==> src/rtl/cjb_nbit_logic_unit_seq_v_if.sv <==
// Request/result handshake bundle for the sequential N-bit logic unit.
// master = requester/consumer side, slave = the logic unit itself.
interface cjb_nbit_logic_unit_seq_v_if #(
  parameter int unsigned WIDTH   = 8,
  parameter int unsigned K_WIDTH = 3
);
  logic               In_Valid;
  logic               In_Ready;
  logic [2:0]         Func_Sel;
  logic [WIDTH-1:0]   Operand_X;
  logic [WIDTH-1:0]   Operand_Y;
  logic [K_WIDTH-1:0] Const_K;
  logic               Out_Valid;
  logic               Out_Ready;
  logic [WIDTH-1:0]   Logic_Result;
  logic [3:0]         Logic_CNVZ;

  modport master (
    output In_Valid, Func_Sel, Operand_X, Operand_Y, Const_K, Out_Ready,
    input  In_Ready, Out_Valid, Logic_Result, Logic_CNVZ
  );

  modport slave (
    input  In_Valid, Func_Sel, Operand_X, Operand_Y, Const_K, Out_Ready,
    output In_Ready, Out_Valid, Logic_Result, Logic_CNVZ
  );
endinterface

==> src/rtl/cjb_nbit_logic_unit_seq_v.sv <==
// Sequential N-bit logic unit: single-cycle bitwise ops, bit-serial rotates,
// registered result plus {C,N,V,Z} held until the consumer takes it.
module cjb_nbit_logic_unit_seq_v #(
  parameter int unsigned WIDTH   = 8,
  parameter int unsigned K_WIDTH = 3
) (
  input  logic                          Clock,
  input  logic                          Resetn,
  cjb_nbit_logic_unit_seq_v_if.slave    bus
);

  localparam logic [1:0] IDLE = 2'b00;
  localparam logic [1:0] BUSY = 2'b01;
  localparam logic [1:0] HOLD = 2'b10;

  localparam logic [2:0] FN_XOR  = 3'b000;
  localparam logic [2:0] FN_AND  = 3'b001;
  localparam logic [2:0] FN_OR   = 3'b010;
  localparam logic [2:0] FN_PASS = 3'b011;
  localparam logic [2:0] FN_NOT  = 3'b100;
  localparam logic [2:0] FN_XNOR = 3'b101;

  logic [1:0]         r_state;
  logic [WIDTH-1:0]   r_work;
  logic [WIDTH-1:0]   r_result;
  logic [3:0]         r_cnvz;
  logic [K_WIDTH-1:0] r_cnt;
  logic               r_dir_right;

  logic               w_accept;
  logic               w_is_rot;
  logic               w_serial;
  logic [WIDTH-1:0]   w_comb_res;
  logic [WIDTH-1:0]   w_rot_next;
  logic               w_rot_carry;

  assign w_accept = (r_state == IDLE) && bus.In_Valid;
  assign w_is_rot = (bus.Func_Sel[2:1] == 2'b11);
  // A zero-count rotate is a plain pass-through and completes in one cycle.
  assign w_serial = w_is_rot && (bus.Const_K != '0);

  always_comb begin
    w_comb_res = bus.Operand_X;
    case (bus.Func_Sel)
      FN_XOR:  w_comb_res = bus.Operand_X ^ bus.Operand_Y;
      FN_AND:  w_comb_res = bus.Operand_X & bus.Operand_Y;
      FN_OR:   w_comb_res = bus.Operand_X | bus.Operand_Y;
      FN_PASS: w_comb_res = bus.Operand_X;
      FN_NOT:  w_comb_res = ~bus.Operand_X;
      FN_XNOR: w_comb_res = ~(bus.Operand_X ^ bus.Operand_Y);
      default: w_comb_res = bus.Operand_X;
    endcase
  end

  always_comb begin
    if (r_dir_right) begin
      w_rot_next  = {r_work[0], r_work[WIDTH-1:1]};
      w_rot_carry = r_work[0];
    end else begin
      w_rot_next  = {r_work[WIDTH-2:0], r_work[WIDTH-1]};
      w_rot_carry = r_work[WIDTH-1];
    end
  end

  always_ff @(posedge Clock or negedge Resetn) begin
    if (!Resetn) begin
      r_state     <= IDLE;
      r_work      <= '0;
      r_result    <= '0;
      r_cnvz      <= 4'b0000;
      r_cnt       <= '0;
      r_dir_right <= 1'b0;
    end else begin
      case (r_state)
        IDLE: begin
          if (w_accept) begin
            if (w_serial) begin
              r_work      <= bus.Operand_X;
              r_cnt       <= bus.Const_K;
              r_dir_right <= bus.Func_Sel[0];
              r_state     <= BUSY;
            end else begin
              r_result <= w_comb_res;
              r_cnvz   <= {1'b0, w_comb_res[WIDTH-1], 1'b0, (w_comb_res == '0)};
              r_state  <= HOLD;
            end
          end
        end
        BUSY: begin
          r_work <= w_rot_next;
          r_cnt  <= r_cnt - K_WIDTH'(1);
          // Result and flags only publish on the final shift.
          if (r_cnt == K_WIDTH'(1)) begin
            r_result <= w_rot_next;
            r_cnvz   <= {w_rot_carry, w_rot_next[WIDTH-1], 1'b0, (w_rot_next == '0)};
            r_state  <= HOLD;
          end
        end
        HOLD: begin
          if (bus.Out_Ready) begin
            r_state <= IDLE;
          end
        end
        default: r_state <= IDLE;
      endcase
    end
  end

  assign bus.In_Ready     = (r_state == IDLE);
  assign bus.Out_Valid    = (r_state == HOLD);
  assign bus.Logic_Result = r_result;
  assign bus.Logic_CNVZ   = r_cnvz;

endmodule

==> src/flat_wrapper.sv <==
// flat-port wrapper written by rule: the top's interface ports become plain ports
module cjb_nbit_logic_unit_seq_v_flat 
#(
  parameter int unsigned WIDTH   = 8,
  parameter int unsigned K_WIDTH = 3
)
  (Clock, Resetn, bus_In_Valid, bus_Func_Sel, bus_Operand_X, bus_Operand_Y, bus_Const_K, bus_Out_Ready, bus_In_Ready, bus_Out_Valid, bus_Logic_Result, bus_Logic_CNVZ);
  cjb_nbit_logic_unit_seq_v_if #(.WIDTH(WIDTH), .K_WIDTH(K_WIDTH)) bus_i ();
  input  logic Clock;
  input  logic Resetn;
  input wire logic [$bits(bus_i.In_Valid)-1:0] bus_In_Valid;
  input wire logic [$bits(bus_i.Func_Sel)-1:0] bus_Func_Sel;
  input wire logic [$bits(bus_i.Operand_X)-1:0] bus_Operand_X;
  input wire logic [$bits(bus_i.Operand_Y)-1:0] bus_Operand_Y;
  input wire logic [$bits(bus_i.Const_K)-1:0] bus_Const_K;
  input wire logic [$bits(bus_i.Out_Ready)-1:0] bus_Out_Ready;
  output wire logic [$bits(bus_i.In_Ready)-1:0] bus_In_Ready;
  output wire logic [$bits(bus_i.Out_Valid)-1:0] bus_Out_Valid;
  output wire logic [$bits(bus_i.Logic_Result)-1:0] bus_Logic_Result;
  output wire logic [$bits(bus_i.Logic_CNVZ)-1:0] bus_Logic_CNVZ;
  assign bus_i.In_Valid = bus_In_Valid;
  assign bus_i.Func_Sel = bus_Func_Sel;
  assign bus_i.Operand_X = bus_Operand_X;
  assign bus_i.Operand_Y = bus_Operand_Y;
  assign bus_i.Const_K = bus_Const_K;
  assign bus_i.Out_Ready = bus_Out_Ready;
  assign bus_In_Ready = bus_i.In_Ready;
  assign bus_Out_Valid = bus_i.Out_Valid;
  assign bus_Logic_Result = bus_i.Logic_Result;
  assign bus_Logic_CNVZ = bus_i.Logic_CNVZ;
  cjb_nbit_logic_unit_seq_v #(.WIDTH(WIDTH), .K_WIDTH(K_WIDTH)) u_core (.Clock(Clock), .Resetn(Resetn), .bus(bus_i));
endmodule
==> config.mk <==
export PLATFORM = sky130hd
export DESIGN_NAME = cjb_nbit_logic_unit_seq_v_flat
export DESIGN_NICKNAME = d
export VERILOG_FILES = /design/src/rtl/cjb_nbit_logic_unit_seq_v_if.sv /design/src/rtl/cjb_nbit_logic_unit_seq_v.sv /design/src/flat_wrapper.sv
export SDC_FILE = /design/constraint.sdc
export NUM_CORES = 1
export LEC_CHECK = 0
export ABC_AREA = 1
export BUFFER_PORTS_ARGS = -buffer_cell sky130_fd_sc_hd__buf_2
export CAP_MARGIN = 20
export CORE_MARGIN = 5
export CORE_UTILIZATION = 53
export CTS_CLUSTER_SIZE = 16
export DETAILED_ROUTE_END_ITERATION = 6
export PLACE_DENSITY = 0.82
export SLEW_MARGIN = 20
export SYNTH_ARGS = -nofsm -noshare
export SYNTH_HDL_FRONTEND = slang
export SYNTH_SLANG_ARGS = --single-unit
==> constraint.sdc <==
create_clock -name Clock -period 1.86 [get_ports Clock]
set_input_delay 0.186 -clock Clock [delete_from_list [all_inputs] [get_ports Clock]]
set_output_delay 0.186 -clock Clock [all_outputs]
set_load 0.01 [all_outputs]
==> flow_metrics.tcl, run 1 <==
set metrics [dict create \
    status "finished, final reports clean" \
    setup_total_negative_slack_ns 0 \
    cts_inserted_buffers 3 \
    final.setup.worst_slack_ns 0.220 \
    wire_per_inst_um 12.8 \
    max_freq_ghz 0.610 \
    clk_latency_ns 0.26 \
    drtPass1Iterations 4 \
    cts_max_path_buffers 2 \
    mostFrequentLayoutCells "78 x nand2_1, 51 x inv_1, 38 x buf_2, 37 x nor2_1, 28 x o21ai_0" \
    syn_inst 324 \
    critPathRequiredTime_ns 2.00 \
    report.final.hold_viol_count 0 \
    cts.root.buffer_cell "clkbuf_8" \
    htreeDepth 1 \
    clk_pin_slew_ns 0.09 \
    pwr_density_cell_mw_per_mm2 1070 \
    final_area_mm2 0.00237 \
    floorplan.die_area_mm2 0.00538 \
    synth.top_cells.by_area "dfrtp_1 28%, nand2_1 14%, ha_1 11%" \
    postCtsSetupRepairBufs 0 \
    routabilityCongestion 0.877 \
    worst_clock_skew_ns 0.00325 \
    synth_largest_type_area_fraction 0.282 \
    slew_headroom 0.629 \
    overflow 0 \
    drtIter0Drc 203 \
    die_height_um 73.4 \
    via_per_inst 5.30 \
    syn-num-nets 368 \
    critical_path_data_arrival_time_ns 1.78 \
    grt_use_total 0.197 \
    final_util 0.602 \
    die_x_um 73.4 \
    finalNetCount 402 \
    cts_num_sinks 24 \
    yosysUniqueCellTypes 30 \
    seq_area_frac_synth 0.282 \
    yosysTopAreaCell "dfrtp_1" \
    pin_count_of_the_biggest_net_entering_global_routing 25 \
    initial_core_util 0.540 \
    slew_viol_final 0 \
    synth_seq_cells 24 \
    max-vdd-ir-drop_mv 0.417 \
    placeableCoreArea_mm2 0.00394 \
    setup_viol 0 \
    cts_tree "done" \
    most_common_cell_after_layout_fill_and_taps_aside "nand2_1" \
    endpoint_kind "register" \
    cp_max_fo 14 \
    routed_wl_mm 5.19 \
    grt_setup_unrepaired "no" \
    fin_crit_ns 1.64 \
    antenna_found_initial 0 \
    synth_area_mm2 0.00213 \
    hold_class "input pin to register" \
    cp-start-kind "register" \
    dp_area_mm2 0.00231 \
    drc_errors 0 \
    drv_cap 0 \
    io_buffer_count 38 \
    row_count 23 \
    max_slew.worst_pin.slew_ns 0.557 \
    flow.area_growth_from_synthesis_pct 11.5 \
    routed-via-count 2150 \
    yosysWarnings 0 \
    drive_gt1_frac 0.157 \
    hpwl_mm 4.10 \
    dp_worst_setup_slack_ns 0.225 \
    crit_type "register to register" \
    route.antenna.remaining_nets 0 \
    grt_pass1_wl_mm 8.56 \
    antenna_cells_inserted 0 \
    min_period_over_period 0.882 \
    first_global_vias 1957 \
    syn-mean-instance-area_um2 6.57 \
    cellLeakagePower_nw 1.31 \
    num_io_pins 40 \
]
==> final timing paths <==
check                                            from                          to  slack [ns]  cells after the start
setup reg to reg                    u_core.r_state[1]            u_core.r_work[4]        0.22                      6
hold reg to reg            u_core.bus.Logic_Result[2]  u_core.bus.Logic_Result[2]        0.49                      2
hold / removal                          bus_Out_Ready           u_core.r_state[1]         0.1                      2
min in group asynchronous                      Resetn            u_core.r_work[1]        0.44                      2
max in group asynchronous                      Resetn  u_core.bus.Logic_Result[1]        1.06                      2
setup / recovery                    u_core.r_state[1]            u_core.r_work[4]        0.22                      6
==> kinds of logic (layout without fill, tap and decap cells) <==
kind of cell             Yosys count  in the layout  synth area share
other                              1              1           0.00176
AND/OR/NAND/NOR                  158            158             0.318
adder cells (fa/ha/maj)           18             18             0.106
AO/OA/AOI/OAI                     53             53             0.148
buffers and inverters             70            102             0.145
flip-flops                        24             24             0.282
==> critical path, stage by stage (launching register included) <==
cell and delay [ns]:
dfrtp_1 0.38, inv_1 0.10, nand2_1 0.19, inv_1 0.38, nor2_1 0.08, o21ai_0 0.23
o21ai_0 0.14
==> repair_timing <==
item / 4_1_cts / 5_1_grt
endpoints found under the setup margin: 0 / 6
hold buffers: 1 / 0
hold endpoints to repair: 24 / 0
gates resized for setup: 0 / 1
==> routing by layer <==
metal  global-route usage  wire, um  vias to the layer above
li1                     -         -                     1094
met1                0.279      2430                      987
met2                0.320      2450                       65
met3               0.0192       269                        4
met4               0.0584        37                        0
met5                    0         0                        -
==> power by group <==
part           internal, mW  switching, mW
logic                 0.465          0.818
clock network         0.145          0.166
registers             0.767          0.169
total                  1.38           1.15
==> flip-flops by register name (all words and copies together) (netlist names) <==
signal,flops
u_core.r_work,8
u_core.r_state,2
u_core.bus.Logic_CNVZ,3
u_core.r_cnt,3
u_core.bus.Logic_Result,7
u_core.r_dir_right,1
==> cell usage after synthesis <==
| cell type | count |
|---|---|
| a21oi_1 | 6 |
| a21oi_4 | 1 |
| a31oi_1 | 7 |
| a32oi_1 | 1 |
| buf_2 | 6 |
| buf_4 | 4 |
| buf_6 | 3 |
| clkbuf_1 | 1 |
| conb_1 | 1 |
| dfrtp_1 | 24 |
| ha_1 | 18 |
| inv_1 | 51 |
| inv_2 | 5 |
| nand2_1 | 78 |
| nand2_2 | 1 |
| nand3_1 | 23 |
| nand3b_1 | 6 |
| nand4_1 | 9 |
| nor2_1 | 37 |
| nor2_2 | 1 |
| nor3_1 | 2 |
| o211ai_1 | 2 |
| o21a_1 | 1 |
| o21ai_0 | 28 |
| o21ai_1 | 2 |
| o21ai_2 | 1 |
| o22ai_1 | 1 |
| o31ai_1 | 2 |
| o31ai_2 | 1 |
| or2_2 | 1 |
==> through the flow <==
step	instances	hold WS, ns	power (mW)
2_1_floorplan	324	-0.110	1.83
3_5_place_dp	402	0.202	2.21
6_report	406	0.0993	2.53
3_3_place_gp	402	0.195	2.16
4_1_cts	406	0.0935	2.52
5_1_grt	406	0.0994	2.75
==> final cells by class <==
class	count	area [um^2]
Multi-Input combinational cell	230	1230
Inverter	56	210
Fill cell	383	1570
Sequential cell	24	601
Tap cell	50	62.6
Clock buffer	3	41.3
Timing Repair Buffer	43	230
No activity file was read; power rests on OpenSTA's default activity.
==> run 2, diff against run 1 <==
--- a/config.mk
+++ b/config.mk
@@ -12,7 +12,8 @@
 export CORE_UTILIZATION = 53
 export CTS_CLUSTER_SIZE = 16
 export DETAILED_ROUTE_END_ITERATION = 6
-export PLACE_DENSITY = 0.82
+export GPL_ROUTABILITY_DRIVEN = 0
+export PLACE_DENSITY = 0.77
 export SLEW_MARGIN = 20
 export SYNTH_ARGS = -nofsm -noshare
 export SYNTH_HDL_FRONTEND = slang
==> run 2 against run 1 <==
Effect of this change: global-route usage grew 0.79 points; die area is the same; critical path type unchanged; design area grew 1.6%; via count grew 1.5%; sequential share of layout area shrank 0.39 points; maximum frequency shrank 5.1%; worst hold slack lost 0.023 ns; largest cell class unchanged.
==> flow_metrics.tcl, run 2 (synthesis gave the netlist of run 1 again) <==
set metrics [dict create \
    status "finished, final reports clean" \
    die_x_um 73.4 \
    cts_max_path_buffers 2 \
    wire_per_inst_um 13.0 \
    cts_inserted_buffers 3 \
    routed-via-count 2183 \
    mostFrequentLayoutCells "78 x nand2_1, 51 x inv_1, 38 x buf_2, 37 x nor2_1, 28 x o21ai_0" \
    max_freq_ghz 0.579 \
    slew_viol_final 0 \
    num_io_pins 40 \
    pwr_density_cell_mw_per_mm2 1110 \
    crit_type "register to register" \
    dp_area_mm2 0.00233 \
    clk_latency_ns 0.27 \
    power.sequential.fraction 0.352 \
    grt_pass1_wl_mm 8.85 \
    finalNetCount 404 \
    htreeDepth 1 \
    grt_setup_unrepaired "no" \
    share_clk_of_total_power 0.172 \
    cts.root.buffer_cell "clkbuf_8" \
    max-vdd-ir-drop_mv 0.532 \
    critical_path.cell_chain "inv_1, nand2_1, a21oi_1, nor2_1, o21ai_2, inv_2, nor2_1, a31oi_1" \
    critPathRequiredTime_ns 2.00 \
    cts.repair.resized 0 \
    most_common_cell_after_layout_fill_and_taps_aside "nand2_1" \
    cts_tree "done" \
    critical_path_data_arrival_time_ns 1.87 \
    floorplan.die_area_mm2 0.00538 \
    drv_cap 0 \
    cp_max_fo 12 \
    cellLeakagePower_nw 1.33 \
    worst_clock_skew_ns 0.0105 \
    fin_crit_ns 1.73 \
    fillerInstances 375 \
    drtPass1Iterations 5 \
    cts_num_sinks 24 \
    timing.critical_path.buf_inv 2 \
    power.share.switching 0.432 \
    setup_total_negative_slack_ns 0 \
    crit_slowest_cell "dfrtp_1" \
    endpoint_kind "register" \
    slowest_delay_ns 0.40 \
    route.antenna.remaining_nets 0 \
    initial_core_util 0.540 \
    overflow 0 \
    via_per_inst 5.34 \
    power.switching_mw 1.16 \
    critical-path-top-delay-family "compound AO/OA/AOI/OAI gates" \
    routed_wl_mm 5.33 \
    setup_viol 0 \
    cp-start-kind "register" \
    row_count 23 \
    flow.area_growth_from_synthesis_pct 13.2 \
    combPwrFrac 0.476 \
    antenna_cells_inserted 0 \
    hold_class "input pin to register" \
    postCtsSetupRepairBufs 0 \
    grt_use_total 0.205 \
    die_height_um 73.4 \
    drive_gt1_frac 0.164 \
    hpwl_mm 4.30 \
    p_int_mw 1.52 \
    placeableCoreArea_mm2 0.00394 \
    final_area_mm2 0.00241 \
    slew_headroom 0.639 \
    drtIter0Drc 259 \
    clk_pin_slew_ns 0.09 \
    crit_top_cell "nor2_1" \
    first_global_vias 1948 \
    pin_count_of_the_biggest_net_entering_global_routing 25 \
    antenna_found_initial 0 \
    largest_register_ffs 8 \
    report.final.hold_viol_count 0 \
    max_slew.worst_pin.slew_ns 0.542 \
    cts_hold_buffers 1 \
    drc_errors 0 \
    io_buffer_count 38 \
    min_period_over_period 0.929 \
    top_register "u_core.r_work" \
]
-- run 2: worst paths after layout --
kind / start / endpoint / slack, ns / cells after the start
setup / recovery: u_core.r_state[1] / u_core.bus.Logic_Result[3] / 0.13 / 8
max in group asynchronous: Resetn / u_core.bus.Logic_CNVZ[2] / 1.07 / 2
min in group asynchronous: Resetn / u_core.r_work[4] / 0.42 / 2
hold / removal: bus_Out_Ready / u_core.r_state[1] / 0.08 / 2
hold reg to reg: u_core.bus.Logic_Result[1] / u_core.bus.Logic_Result[1] / 0.48 / 2
setup reg to reg: u_core.r_state[1] / u_core.bus.Logic_Result[3] / 0.13 / 8
-- run 2: worst reg2reg max path: stages, from the launching register on --
cell     delay (ns)
dfrtp_1        0.40
inv_1          0.11
nand2_1        0.16
a21oi_1        0.23
nor2_1         0.08
o21ai_2        0.22
inv_2          0.20
nor2_1         0.14
a31oi_1        0.06
-- run 2: per-stage QoR --
| step | utilization | hold WS (ns) | instances | setup slack, ns | total power, mW |
|---|---|---|---|---|---|
| 2_1_floorplan | - | -0.110 | 324 | 0.543 | 1.83 |
| 3_3_place_gp | 0.591 | 0.198 | 404 | 0.205 | 2.19 |
| 3_5_place_dp | 0.591 | 0.202 | 404 | 0.203 | 2.22 |
| 4_1_cts | 0.611 | 0.0794 | 409 | 0.168 | 2.69 |
| 5_1_grt | 0.611 | 0.0856 | 409 | 0.00390 | 2.91 |
| 6_report | 0.611 | 0.0758 | 409 | 0.132 | 2.68 |
-- run 2: cell type report --
| type | instances | area, um^2 | share of cell area |
|---|---|---|---|
| Sequential cell | 24 | 601 | 0.249 |
| Timing Repair Buffer | 45 | 245 | 0.102 |
| Inverter | 56 | 210 | 0.0872 |
| Tap cell | 50 | 62.6 | 0.0260 |
| Clock buffer | 3 | 41.3 | 0.0171 |
| Multi-Input combinational cell | 230 | 1220 | 0.506 |
| Clock inverter | 1 | 30.0 | 0.0125 |
-- run 2: power by group through the flow --
stage	Combinational (mW)	Clock, mW	Sequential [mW]
floorplan	0.888	0	0.939
finish	1.28	0.462	0.942
detailed placement	1.27	0	0.952
global route	1.45	0.488	0.977
CTS	1.28	0.466	0.942
global placement	1.25	0	0.938
-- run 2: per-layer routing --
layer	routed length (um)	up-vias	GRT usage
met5	0	-	0
met2	2540	97	0.329
met3	367	6	0.0219
met1	2370	978	0.294
met4	58	0	0.0543
li1	-	1102	-
==> run 3, diff against run 2 <==
--- a/config.mk
+++ b/config.mk
@@ -9,11 +9,11 @@
 export BUFFER_PORTS_ARGS = -buffer_cell sky130_fd_sc_hd__buf_2
 export CAP_MARGIN = 20
 export CORE_MARGIN = 5
-export CORE_UTILIZATION = 53
+export CORE_UTILIZATION = 52
 export CTS_CLUSTER_SIZE = 16
 export DETAILED_ROUTE_END_ITERATION = 6
 export GPL_ROUTABILITY_DRIVEN = 0
-export PLACE_DENSITY = 0.77
+export PLACE_DENSITY = 0.87
 export SLEW_MARGIN = 20
 export SYNTH_ARGS = -nofsm -noshare
 export SYNTH_HDL_FRONTEND = slang
==> run 3 against run 2 <==
Effect of this change: design area decreased by 1.6%; count of clock-buffer cells in the layout unchanged; critical endpoint is now u_core.bus.Logic_CNVZ[0]; register-to-register slack improved by 0.06 ns; worst hold slack improved by 0.0039 ns; sequential power decreased by 0.7%; worst setup slack improved by 0.055 ns; clock power decreased by 33%; die area increased by 1.7%.
==> flow_metrics.tcl, run 3 (synthesis gave the netlist of run 1 again) <==
set metrics [dict create \
    status "finished, final reports clean" \
    cp-start-kind "register" \
    largest_register_ffs 8 \
    die_x_um 74.0 \
    drtIter0Drc 258 \
    cts_num_sinks 24 \
    clk_latency_ns 0.27 \
    most_common_cell_after_layout_fill_and_taps_aside "nand2_1" \
    layout.area.seq_um2 601 \
    grt_use_total 0.202 \
    finalNetCount 403 \
    pin_count_of_the_biggest_net_entering_global_routing 25 \
    pwr_density_cell_mw_per_mm2 1080 \
    cts_inserted_buffers 3 \
    clk_pin_slew_ns 0.09 \
    max-vdd-ir-drop_mv 0.441 \
    io_buffer_count 38 \
    placeableCoreArea_mm2 0.00397 \
    die_height_um 74.0 \
    slew_viol_final 0 \
    max_slew.worst_pin.slew_ns 0.538 \
    critPathRequiredTime_ns 2.05 \
    routed-via-count 2238 \
    first_global_vias 2044 \
    grt_pass1_wl_mm 8.92 \
    critical_path_data_arrival_time_ns 1.86 \
    via_per_inst 5.50 \
    drv_cap 0 \
    wire_per_inst_um 13.1 \
    cts_tree "done" \
    fillerInstances 377 \
    postCtsSetupRepairBufs 0 \
    grt_setup_unrepaired "no" \
    hpwl_mm 4.12 \
    floorplan.die_area_mm2 0.00547 \
    initial_core_util 0.536 \
    endpoint_kind "register" \
    report.final.hold_viol_count 0 \
    fin_crit_ns 1.67 \
    multiInputGateArea_mm2 0.00122 \
    cellLeakagePower_nw 1.31 \
    route.antenna.remaining_nets 0 \
    min_period_over_period 0.899 \
    worst_clock_skew_ns 0.00676 \
    slew_headroom 0.641 \
    crit_type "register to register" \
    routed_wl_mm 5.32 \
    cts.repair.resized 0 \
    row_count 23 \
    antenna_found_initial 0 \
    mostFrequentLayoutCells "78 x nand2_1, 51 x inv_1, 38 x buf_2, 37 x nor2_1, 28 x o21ai_0" \
    hold_class "input pin to register" \
    htreeDepth 1 \
    cts_max_path_buffers 2 \
    dp_area_mm2 0.00232 \
    antenna_cells_inserted 0 \
    drive_gt1_frac 0.160 \
    cp_max_fo 14 \
    final_area_mm2 0.00237 \
    setup_total_negative_slack_ns 0 \
    flow.area_growth_from_synthesis_pct 11.5 \
    overflow 0 \
    max_freq_ghz 0.598 \
    drtPass1Iterations 5 \
    cts_hold_buffers 1 \
    cts.root.buffer_cell "clkbuf_8" \
    num_io_pins 40 \
    top_register "u_core.r_work" \
    setup_viol 0 \
    drc_errors 0 \
]
==> run 3: where the power goes <==
group	leakage (nW)	internal (mW)	switching (mW)
Combinational	1.00	0.479	0.830
Clock	0.0216	0.145	0.164
Sequential	0.291	0.767	0.169
==> run 3: worst paths after layout <==
check | slack [ns] | startpoint | cells past startpoint | end
setup / recovery | 0.19 | u_core.r_dir_right | 6 | u_core.bus.Logic_CNVZ[0]
hold / removal | 0.08 | bus_Out_Ready | 2 | u_core.r_state[1]
setup reg to reg | 0.19 | u_core.r_dir_right | 6 | u_core.bus.Logic_CNVZ[0]
hold reg to reg | 0.48 | u_core.bus.Logic_Result[1] | 2 | u_core.bus.Logic_Result[1]
max in group asynchronous | 1.07 | Resetn | 2 | u_core.r_work[6]
min in group asynchronous | 0.42 | Resetn | 2 | u_core.bus.Logic_Result[4]
==> run 3: worst max-delay path, cell delays in order, from the launching register on <==
cell and delay, ns:
dfrtp_1 0.60, inv_1 0.17, nand2_1 0.11, o21ai_0 0.14, nor3_1 0.27, a21oi_1 0.13, a21oi_1 0.16
==> run 3: per-layer routing <==
metal,track usage,share of wire
met5,0,0
met4,0.0584,0.020
met3,0.0270,0.086
met2,0.338,0.47
met1,0.273,0.42
==> run 3: per-stage QoR <==
stage / instances / worst slack [ns] / utilization / hold WS, ns / power, mW
floorplan: 324 / 0.543 / - / -0.110 / 1.83
global placement: 403 / 0.272 / 0.584 / 0.197 / 2.18
detailed placement: 403 / 0.259 / 0.584 / 0.201 / 2.22
CTS: 407 / 0.243 / 0.597 / 0.0857 / 2.54
global route: 407 / 0.0591 / 0.597 / 0.0864 / 2.76
finish: 407 / 0.188 / 0.597 / 0.0797 / 2.55
==> run 3: final cells by class <==
cell class	count	share of cell area
clock buffers	3	0.0174
multi-input cells	230	0.514
flip-flops and latches	24	0.253
well taps	50	0.0264
inverters	56	0.0886
repair buffers	44	0.100
